[src/rtl/fetch_sequencer_pkg.sv]
// Shared types and constants for the instruction fetch sequencer.
package fetch_sequencer_pkg;

    // Width of a word index (byte address without the two alignment bits)
    localparam int unsigned WORD_IDX_W = 30;

    // Default first fetch address and exception target
    localparam logic [31:0] DEF_RESET_PC   = 32'h0000_0000;
    localparam logic [31:0] DEF_EXC_VECTOR = 32'h0000_0080;

    // Fetch sequencer states
    typedef enum logic [1:0] {
        ST_IDLE = 2'd0,
        ST_REQ  = 2'd1,
        ST_WAIT = 2'd2,
        ST_HOLD = 2'd3
    } fs_state_e;

endpackage

[src/rtl/fetch_sequencer_next_pc_calc.sv]
// Combinational redirect target: jump or taken conditional branch.
module next_pc_calc
    import fetch_sequencer_pkg::*;
(
    input  logic [31:0] i_pc,
    input  logic        i_branch,
    input  logic        i_jmp,
    input  logic        i_z,
    input  logic [25:0] i_target,
    input  logic [15:0] i_imm,
    output logic        o_taken_c,
    output logic [31:0] o_target_c
);

    logic [WORD_IDX_W-1:0] w_idx;
    logic [WORD_IDX_W-1:0] w_next_idx;
    logic                  w_unused_pc_lsb;

    assign w_idx           = i_pc[31:2];
    assign w_unused_pc_lsb = ^i_pc[1:0];

    // Jump keeps the top four index bits; branch is relative to the following word
    always_comb begin
        w_next_idx = w_idx + WORD_IDX_W'(1) + WORD_IDX_W'($signed(i_imm));
        if (i_jmp) begin
            w_next_idx = {w_idx[29:26], i_target};
        end
    end

    assign o_taken_c  = i_jmp | (i_branch & ~i_z);
    assign o_target_c = {w_next_idx, 2'b00};

endmodule

[src/rtl/fetch_sequencer.sv]
// Program counter owner and single-outstanding instruction fetch sequencer.
// Optional feature: define EXC_VECTOR_EN to add the exc_valid redirect to EXC_VECTOR.
module fetch_sequencer
    import fetch_sequencer_pkg::*;
#(
    parameter logic [31:0] RESET_PC   = DEF_RESET_PC
`ifdef EXC_VECTOR_EN
    ,
    parameter logic [31:0] EXC_VECTOR = DEF_EXC_VECTOR
`endif
) (
    input  logic        clk,
    input  logic        rst_n,
    output logic        imem_req_valid,
    output logic [31:0] imem_req_addr,
    input  logic        imem_req_ready,
    input  logic        imem_resp_valid,
    input  logic [31:0] imem_resp_data,
    output logic        inst_valid,
    output logic [31:0] inst_data,
    output logic [31:0] inst_pc,
    input  logic        inst_ready,
    input  logic        ex_valid,
    input  logic        ex_branch,
    input  logic        ex_jmp,
    input  logic        ex_z,
    input  logic [25:0] ex_target,
    input  logic [15:0] ex_imm,
    input  logic [31:0] ex_pc
`ifdef EXC_VECTOR_EN
    ,
    input  logic        exc_valid
`endif
);

    fs_state_e   r_state;
    logic [31:0] r_pc;
    logic        r_kill;
    logic        r_req_valid;
    logic [31:0] r_req_addr;
    logic        r_inst_valid;
    logic [31:0] r_inst_data;
    logic [31:0] r_inst_pc;

    logic        w_ex_taken;
    logic [31:0] w_ex_target;
    logic        w_redirect;
    logic [31:0] w_redirect_pc;
    logic [31:0] w_next_req;

    next_pc_calc u_next_pc_calc (
        .i_pc       (ex_pc),
        .i_branch   (ex_branch),
        .i_jmp      (ex_jmp),
        .i_z        (ex_z),
        .i_target   (ex_target),
        .i_imm      (ex_imm),
        .o_taken_c  (w_ex_taken),
        .o_target_c (w_ex_target)
    );

`ifdef EXC_VECTOR_EN
    assign w_redirect    = exc_valid | (ex_valid & w_ex_taken);
    assign w_redirect_pc = exc_valid ? EXC_VECTOR : w_ex_target;
`else
    assign w_redirect    = ex_valid & w_ex_taken;
    assign w_redirect_pc = w_ex_target;
`endif

    // Address of the next request issued on entry to REQ
    assign w_next_req = w_redirect ? w_redirect_pc : r_pc;

    // Fetch FSM with registered request and decode outputs
    always_ff @(posedge clk or negedge rst_n) begin
        if (!rst_n) begin
            r_state      <= ST_IDLE;
            r_pc         <= RESET_PC;
            r_kill       <= 1'b0;
            r_req_valid  <= 1'b0;
            r_req_addr   <= RESET_PC;
            r_inst_valid <= 1'b0;
            r_inst_data  <= 32'd0;
            r_inst_pc    <= 32'd0;
        end else begin
            if (w_redirect) begin
                r_pc <= w_redirect_pc;
            end
            case (r_state)
                ST_IDLE: begin
                    r_state     <= ST_REQ;
                    r_req_valid <= 1'b1;
                    r_req_addr  <= w_next_req;
                end
                ST_REQ: begin
                    // Address stays put until accepted; a redirect here kills the in-flight word
                    if (w_redirect) begin
                        r_kill <= 1'b1;
                    end
                    if (imem_req_ready) begin
                        r_req_valid <= 1'b0;
                        r_state     <= ST_WAIT;
                    end
                end
                ST_WAIT: begin
                    if (imem_resp_valid) begin
                        r_inst_data <= imem_resp_data;
                        r_inst_pc   <= r_req_addr;
                        if (r_kill || w_redirect) begin
                            r_kill      <= 1'b0;
                            r_state     <= ST_REQ;
                            r_req_valid <= 1'b1;
                            r_req_addr  <= w_next_req;
                        end else begin
                            r_inst_valid <= 1'b1;
                            r_pc         <= r_pc + 32'd4;
                            r_state      <= ST_HOLD;
                        end
                    end else if (w_redirect) begin
                        r_kill <= 1'b1;
                    end
                end
                ST_HOLD: begin
                    // Handshake or flush both release the output and refetch
                    if (inst_ready || w_redirect) begin
                        r_inst_valid <= 1'b0;
                        r_state      <= ST_REQ;
                        r_req_valid  <= 1'b1;
                        r_req_addr   <= w_next_req;
                    end
                end
                default: begin
                    r_state <= ST_IDLE;
                end
            endcase
        end
    end

    assign imem_req_valid = r_req_valid;
    assign imem_req_addr  = r_req_addr;
    assign inst_valid     = r_inst_valid;
    assign inst_data      = r_inst_data;
    assign inst_pc        = r_inst_pc;

endmodule

[config.mk]
export PLATFORM = sky130hd
export DESIGN_NAME = fetch_sequencer
export DESIGN_NICKNAME = d
export VERILOG_FILES = /design/src/rtl/fetch_sequencer_pkg.sv /design/src/rtl/fetch_sequencer_next_pc_calc.sv /design/src/rtl/fetch_sequencer.sv
export SDC_FILE = /design/constraint.sdc
export NUM_CORES = 1
export LEC_CHECK = 0
export CAP_MARGIN = 25
export CORE_MARGIN = 4
export CORE_UTILIZATION = 30
export DETAILED_ROUTE_END_ITERATION = 16
export GPL_TIMING_DRIVEN = 1
export REMOVE_ABC_BUFFERS = 1
export SLEW_MARGIN = 30
export SYNTH_ARGS = -nofsm -noshare
export SYNTH_HDL_FRONTEND = slang
export SYNTH_HIERARCHICAL = 1
export SYNTH_SLANG_ARGS = --single-unit
[constraint.sdc]
create_clock -name clk -period 5.18 [get_ports clk]
set_input_delay 1.036 -clock clk [delete_from_list [all_inputs] [get_ports clk]]
set_output_delay 1.036 -clock clk [all_outputs]
set_load 0.02 [all_outputs]
==> impl.org, run 1 <==
** Pwr
- Combinational logic burns 45.5% of the power.
- Part of the power in the clock network :: 20.9%
- For this design the static power due to leakage is 0.00466 uW.
- Power density over cell area :: 475 nW/um2
- VDD IR max :: slightly above 0.3 mV
- Part of the power in registers :: 33.6%
- In this run switching power makes up a little over a third of total power.
- P_sw :: 1860 uW
- Int Power :: 3360 uW

** Setup path
- Setup crit start kind :: input port
- Critical path required time :: 5.48 ns
- Top delay family on crit path :: compound AO/OA/AOI/OAI gates
- The critical path contains buffers and inverters numbering 3 combined.
- Slowest CP cell :: a2111oi_1
- The critical path is of the input port to register type.
- Max Fanout on Critical Path :: 5
- The largest single stage delay on the critical path is 0.41 ns.
- Cells along the critical path :: clkdlybuf4s50_1, inv_1, ha_1, inv_1, fa_1, a21o_1, a21oi_1, o21a_1, or3_1, a21o_1, a31oi_4, a2111oi_1, nor3b_1, nand2_1, nand2_1, mux2_2
- The worst setup path is captured at a register.
- For the worst setup path, the data arrival time is 4.25 ns.

** Timing
- # setup viols final :: 0
- Final hold violation count :: 0
- After layout, the worst path uses between 70% and 80% of the clock period.
- Relative slew margins :: 40.5%
- Final-layout worst hold slack :: 0.473 ns
- RSZ-0062 raised after global routing :: no
- Achievable clock frequency :: 0.253 GHz
- Setup TNS after final layout :: 0 ns
- The clock arrives with 0.00812 ns of skew.
- Max Transition Viols Final :: 0
- Worst slew pin tran :: approximately 0.89 ns
- Final Critical Period :: 3.95 ns

** Clock tree
- Clock tree from TritonCTS :: built
- Hold Buf Count CTS :: 0
- Number of H-tree branching levels :: 4
- For the worst-skew pair, the clock arrives at the later sink with an insertion delay of 0.42 ns.
- Cell at the root of the clock tree :: clkbuf_16
- In this run, CTS created clock tree buffers numbering 17.
- Clock slew seen by the registers of the worst setup and hold paths :: around 0.060 ns
- Post-CTS Setup Bufs :: 0
- CTS sink count :: 133
- After clock tree synthesis, the repair step resized 0 gates.
- Counting along the longest clock path gives a buffer depth of 2.

** Synth
- Top cell type by total area after synthesis :: dfrtp_1
- Post-synth EDFFs :: 0
- In the synthesized netlist the dominant register cell turns out to be dfrtp_1.
- Xor and xnor fraction of the mapped netlist area :: 3.26%
- The Yosys step of the flow raised 6 warnings.
- Sequential cell area fraction in the yosys report :: 41.3%
- Adder-cell area share of the yosys netlist :: 5.52%
- Post-synthesis compound-gate area fraction :: 15.1%
- In this run the cell area of the synthesized design comes to between 8000 and 9000 um2.
- Dominant cells by area after synthesis :: dfrtp_1, mux2_2, nand2_1, ha_1, o21ai_0
- Number of flip-flops and latches in the synthesized netlist :: between 100 and 150
- Proportion of netlist area held by the largest area contributor :: 41.3%
- After synthesis, the largest family of logic cells by area is simple AND/OR/NAND/NOR gates.
- Post-Synthesis Cells :: 841
- Async S/R FF share, synth :: 100%
- Number of distinct library cells after synthesis :: 74
- Averaged over all synthesized cells, the footprint is 9.59 um2.
- Mux share of post-synthesis cell area :: 13.9%
- Post-synthesis simple-gate area fraction :: 17.6%

** Global route
- Met2 Resource Use GR :: between 20% and 30%
- Global routing consumed, on the met1 layer, 19.7% of the routing resources.
- The total overflow left after global routing is 0.
- For this run, the total global-route usage over all layers was measured as 15.1%.
- Antenna violations before repair :: 2
- The via count of the first global-routing pass came to 6900.
- Most used routing layer in global routing :: met2
- Grt met3 use :: 4.50%
- The first global-routing pass estimated 35800 um of wire.
- Entering global routing, the biggest net connects about 100 pins.

** Layout
- Compared with the post-synthesis result, the final layout area differs by 36.2%.
- Non-filler instance count after layout :: about 1400
- 0 antenna diodes ended up in the layout.
- In the final layout, the share of cells above drive strength 1 is between 10 and 15%.
- Nets@finish :: 1186
- Filler cell count in the final layout :: 2624

** Place
- The congestion estimate from routability-driven global placement came to 0.859.
- Number of placed instances, taps included :: 1352
- Detailed placement ended at an HPWL of roughly 17000 um.
- Input/output buffers :: 210

** Status
- Result of the run :: finished, final reports clean

** Routing
- The count of nets left with antenna violations once routing finished came out at 0.
- The final layout contains routed wiring with a total length of 22800 um.
- First-pass detailed-route iteration total :: 5
- For this block, the via count after detailed routing is 6944.
- Wire length per cell :: 16.5 um
- The detailed router finished its first iteration with 372 violations.
- DRC violation count after routing :: 0
- In the routed layout, each cell is associated on average with a via count of 5.03.

** Floorplanning
- In this run the vertical extent of the chip is about 170 um.
- The floorplan step defined a die boundary enclosing 29600 um2.
- Number of standard-cell rows in the floorplan :: between 50 and 60
- From left edge to right edge, the die measures ~170 um.
- Number of I/O pins :: 213
- The total area inside the core boundary comes to 26300 um2.
- Initial core utilization :: 30.7%

** Hold path
- The tightest min-delay check is of the register to register type.

** Flow run
- Max_cap viols :: 0
placed cells by master, fill, tap and decap left out, types with 12 or more instances in the layout:
cell type        instances
mux2_2                  98
a21o_1                  14
clkdlybuf4s50_1        208
nor3_1                  12
a31oi_1                 13
ha_1                    34
a21oi_1                 35
xnor2_1                 21
clkbuf_16               17
nor2_1                  38
nand2_1                153
o21ai_0                 50
nand3_1                 18
inv_1                   19
dfrtp_1                133
synth_stat cells, types with 6 or more instances:
cell and n:
nand2_1 154, dfrtp_1 133, mux2_2 98, o21ai_0 50, nor2_1 38, a21oi_1 35
ha_1 34, clkbuf_1 24, xnor2_1 21, inv_1 19, nand3_1 18, a21o_1 14
a31oi_1 13, nor3_1 12, buf_2 11, nand4_1 11, or4_1 10, o31ai_1 9
xor2_1 9, o21ai_1 8, and3_1 7, and4_1 7, o211ai_1 7, o21a_1 7
or3_1 7, nor4_1 6
final cells by class:
type	count	area [um2]	area share [%]
Multi-Input combinational cell	648	4490	40.9
Sequential cell	133	3330	30.3
Timing Repair Buffer	217	2170	19.7
Clock buffer	21	450	4.10
Tap cell	335	419	3.81
Inverter	19	71.3	0.649
Clock inverter	7	60.1	0.547
registers in the layout, summed over array words and instances (netlist names):
| signal | cells |
|---|---|
| imem_req_addr | 32 |
| imem_req_valid | 1 |
| r_kill | 1 |
| inst_pc | 32 |
| r_pc | 32 |
| r_state | 2 |
| inst_valid | 1 |
| inst_data | 32 |
power by group through the flow:
stage	Sequential (uW)	Clock, uW	Combinational, uW
6_report	1750	1090	2370
5_1_grt	1820	1160	2560
4_1_cts	1760	1120	2410
3_5_place_dp	1780	0	2400
3_3_place_gp	1760	0	2380
2_1_floorplan	2160	0	858
cells by family (layout without fill, tap and decap cells):
family	after synthesis	count (layout)
AND/OR/NAND/NOR	298	298
AO/OA/AOI/OAI	183	183
flip-flops	133	133
multiplexers	100	100
buffers and inverters	61	264
adder cells (fa/ha/maj)	35	35
XOR/XNOR	30	30
other	1	2
per-stage QoR:
stage          setup slack [ns]  utilization (%)  total power [uW]  cell area [um2]
4_1_cts                    1.20             41.8              5300            11000
3_5_place_dp              0.774             39.9              4180            10500
5_1_grt                   0.883             41.8              5540            11000
3_3_place_gp              0.828             39.9              4140            10500
2_1_floorplan             0.676                -              3020             7880
6_report                   1.23             41.8              5220            11000
metal layers:
| layer | part of all wire [%] | wire length (um) |
|---|---|---|
| met4 | 1.0 | 230 |
| met5 | 0.097 | 22 |
| met1 | 44 | 10000 |
| met2 | 47 | 10800 |
| met3 | 7.4 | 1680 |
path summary, 6_finish.rpt:
check | startpoint | end | slack (ns) | depth (start not counted)
worst max-delay path | ex_pc[2] | imem_req_addr[26]$_DFFE_PN0P_ | 1.23 | 16
worst min-delay path | r_pc[1]$_DFFE_PN0P_ | r_pc[1]$_DFFE_PN0P_ | 0.47 | 2
worst max register to register | r_state[0]$_DFFE_PN0P_ | r_pc[30]$_DFF_PN0_ | 2.60 | 6
worst min register to register | r_pc[1]$_DFFE_PN0P_ | r_pc[1]$_DFFE_PN0P_ | 0.47 | 2
max in group asynchronous | rst_n | r_pc[23]$_DFF_PN0_ | 3.43 | 2
min in group asynchronous | rst_n | r_pc[31]$_DFF_PN0_ | 0.71 | 1
worst reg2reg max path, stage by stage, from the launching register on:
cell and delay, ns:
dfrtp_1 0.41, inv_1 0.10, ha_1 0.45, and4b_1 0.33
nand4_1 0.45, or4_1 0.57, a31oi_1 0.19
Power figures use the tool's default switching activity.
==> inputs of run 2 (changes only) <==
- clock period: 5.18 -> 3.3 ns (I/O delays scaled with it)
==> impl.org, run 2 (synthesized netlist as in run 1, its figures left out) <==
** Status
- The flow ran to the end, and the final reports show no timing, DRC or antenna violations.

** Global route
- The initial antenna violation count was 1.
- After global routing the overflow that remains totals 0.
- First-pass GRT wire length :: about 38000 um
- Number of global-route vias before repair :: roughly 7500
- Entering global routing, the biggest net connects 67 pins.
- Global routing used between 15 and 20% of the available tracks.

** Setup path
- The worst setup path is launched from an input port.
- Terminus of the critical flop-to-flop path :: r_pc[19]$_DFF_PN0_
- Slowest CP cell :: clkdlybuf4s50_1
- In this run the worst setup path begins at ex_imm[2].
- Crit. End Element :: register
- WP buf/inv :: 3
- In this run the critical register-to-register path is launched from r_state[0]$_DFFE_PN0P_.
- STA puts the critical path data required time at 3.60 ns.
- Cells along the critical path :: clkdlybuf4s50_1, ha_4, a21o_1, a21oi_2, o21a_1, or3_4, a21o_1, a31oi_4, buf_4, buf_6, xnor2_1, o21ai_1, nand2_1, nand2_1, mux2_2
- Along the worst path, the maximum fanout reaches 5.
- The number of cells on the worst reg-to-reg path is 7.
- Top delay family on crit path :: compound AO/OA/AOI/OAI gates
- Following the worst setup path forward leads to its endpoint at imem_req_addr[22]$_DFFE_PN0P_.
- Stages on the worst setup path :: 15
- Flop2flop setup slack :: 1.16 ns
- Data arrives at the worst endpoint at 3.47 ns.
- The critical path in this run is classified as input port to register.
- On the worst path, the slowest cell contributes a delay of around 0.45 ns.

** Clock tree
- TritonCTS built the clock tree.
- In this run the clock root is driven by a clkbuf_16.
- Clock slew seen by the registers of the worst setup and hold paths :: 0.06 ns
- Buffers inserted during clock tree synthesis total 17.
- Clock latency on the worst-skew pair :: 0.41 ns
- CTS sink count :: about 130
- The clock tree synthesis step divided the H-tree into 4 levels.
- Max clock buf depth :: 2

** Timing
- Relative slew margins :: 51.0%
- The final hold violation count is 0.
- Setup violations remaining at the end of the flow were counted as 0.
- Max Transition Viols Final :: 0
- On the final layout, the worst clock skew is 0.00764 ns.
- Final Critical Period :: 3.18 ns
- Setup repair after global routing could not meet its margin everywhere.
- Dividing the final minimum period by the clock period gives 96.3%.
- Achievable clock frequency :: 0.315 GHz
- Worst slew pin tran :: 0.729 ns
- Adding up every negative setup slack in the final design gives 0 ns.
- Hold timing on the final database bottoms out at a slack of 0.219 ns.

** Layout
- Non-filler instance count after layout :: 1485
- The top cell types in the final layout, fill and taps aside, are clkdlybuf4s50_1, nand2_1, dfrtp_1.
- 0 antenna diodes ended up in the layout.
- Nets@finish :: ~1300
- The library cell used most frequently in the layout, excluding fill and tap cells, is clkdlybuf4s50_1.
- From synthesis to final layout, the design area changed by 48.7%.
- The post-route netlist has 24.3% of its cells at a drive strength greater than 1.
- Final Core Density :: 45.7%
- The filler cells instantiated in the layout total between 2000 and 3000.

** Pwr
- VDD IR max :: roughly 0.46 mV
- Power comes to 8570 uW.
- Dividing total power by cell area gives a power density of 714 nW/um2.
- Lkg Pwr :: 0.00524 uW

** Routing
- DRC violation count after routing :: 0
- Average via count per standard cell :: 4.96
- In this run, the number of DRC markers left after iteration 0 of detailed routing was 385.
- Wire length per cell :: 15.8 um
- First-pass detailed-route iteration total :: 4
- Summed over all layers, the routed wires come to 23500 um.
- The count of nets left with antenna violations once routing finished came out at 0.
- Total number of vias :: 7372

** Floorplanning
- Horizontal die dimension :: roughly 170 um
- Number of standard-cell rows in the floorplan :: around 60
- Initial core utilization :: a little under a third
- Die footprint :: 29600 um2
- Core footprint :: 26300 um2
- The die is roughly 170 um tall.
- Number of I/O pins :: ~210

** Place
- Input/output buffers :: 210
- Once detailed placement completed, the half-perimeter wirelength came to around 18000 um.
- Including well taps, the total number of placed cells is 1446.
- Placer's final routability congestion estimate :: 0.844

** Flow run
- The tool flagged a number of max-cap violations equal to 0.

** Hold path
- Worst hold-check path type :: input port to asynchronous set/reset pin
## run 2: changes by cell type in the layout (fill, tap and decap cells not counted), moves of 3 or more
cell,change
ha_1,-3
buf_6,+3
clkinv_2,-3
a21oi_2,+3
a21oi_1,-3
buf_4,+97
clkdlybuf4s50_1,-5
dlymetal6s2s_1,+3
clkinvlp_4,+3
## run 2: worst min-delay path by stage
stage | cells past startpoint | slack [ns] | to | start
final | 1 | 0.22 | inst_pc[30]$_DFFE_PN0P_ | rst_n
after global routing | 1 | 0.28 | inst_pc[30]$_DFFE_PN0P_ | rst_n
after CTS | 1 | 0.26 | inst_pc[30]$_DFFE_PN0P_ | rst_n
after detailed placement | 2 | 0.46 | r_pc[0]$_DFFE_PN0P_ | r_pc[0]$_DFFE_PN0P_
after global placement | 2 | 0.45 | r_pc[0]$_DFFE_PN0P_ | r_pc[0]$_DFFE_PN0P_
after floorplan | 0 | 0.36 | imem_req_addr[0]$_DFFE_PN0P_ | rst_n
## run 2: layout make-up
cell class	count	area [um2]	share of cell area [%]
timing repair buffer	318	2960	24.7
sequential	133	3330	27.7
tap	335	419	3.49
inverter	19	71.3	0.594
multi-input combinational	648	4630	38.6
clock buffer	24	492	4.10
clock inverter	8	97.6	0.813
## run 2: stage by stage
stage / setup slack [ns] / area [um2]
floorplan: -0.828 / 7880
finish: 0.122 / 12000
global route: -0.00221 / 12000
CTS: 0.00257 / 11900
global placement: -0.559 / 11200
detailed placement: -0.633 / 11200
## run 2: layer usage
layer,vias to the layer above,wire length (um),global-route usage [%]
li1,3618,-,-
met1,3533,10400,20.3
met2,198,11300,26.7
met3,21,1600,4.34
met4,2,242,3.52
met5,-,8,0
## run 2: what timing repair did
action | 4_1_cts | 5_1_grt
gates cloned | 0 | 0
setup endpoints to repair | 12 | 18
hold buffers | 0 | 0
buffers inserted | 4 | 3
pin swaps | 10 | 11
gates resized for setup | 16 | 20
## run 2: report_power, final
group	switching, uW	total (uW)	internal [uW]
clock	686	1880	1190
combinational	1830	3920	2090
sequential	476	2770	2290
total	2990	8570	5580
## run 2: worst register-to-register path, cell delays in order (launching register included)
cell and delay, ns:
dfrtp_1 0.41, inv_1 0.09, ha_1 0.14, buf_4 0.19, and4b_1 0.28, nand2_1 0.21, or4_1 0.54, a31oi_1 0.20
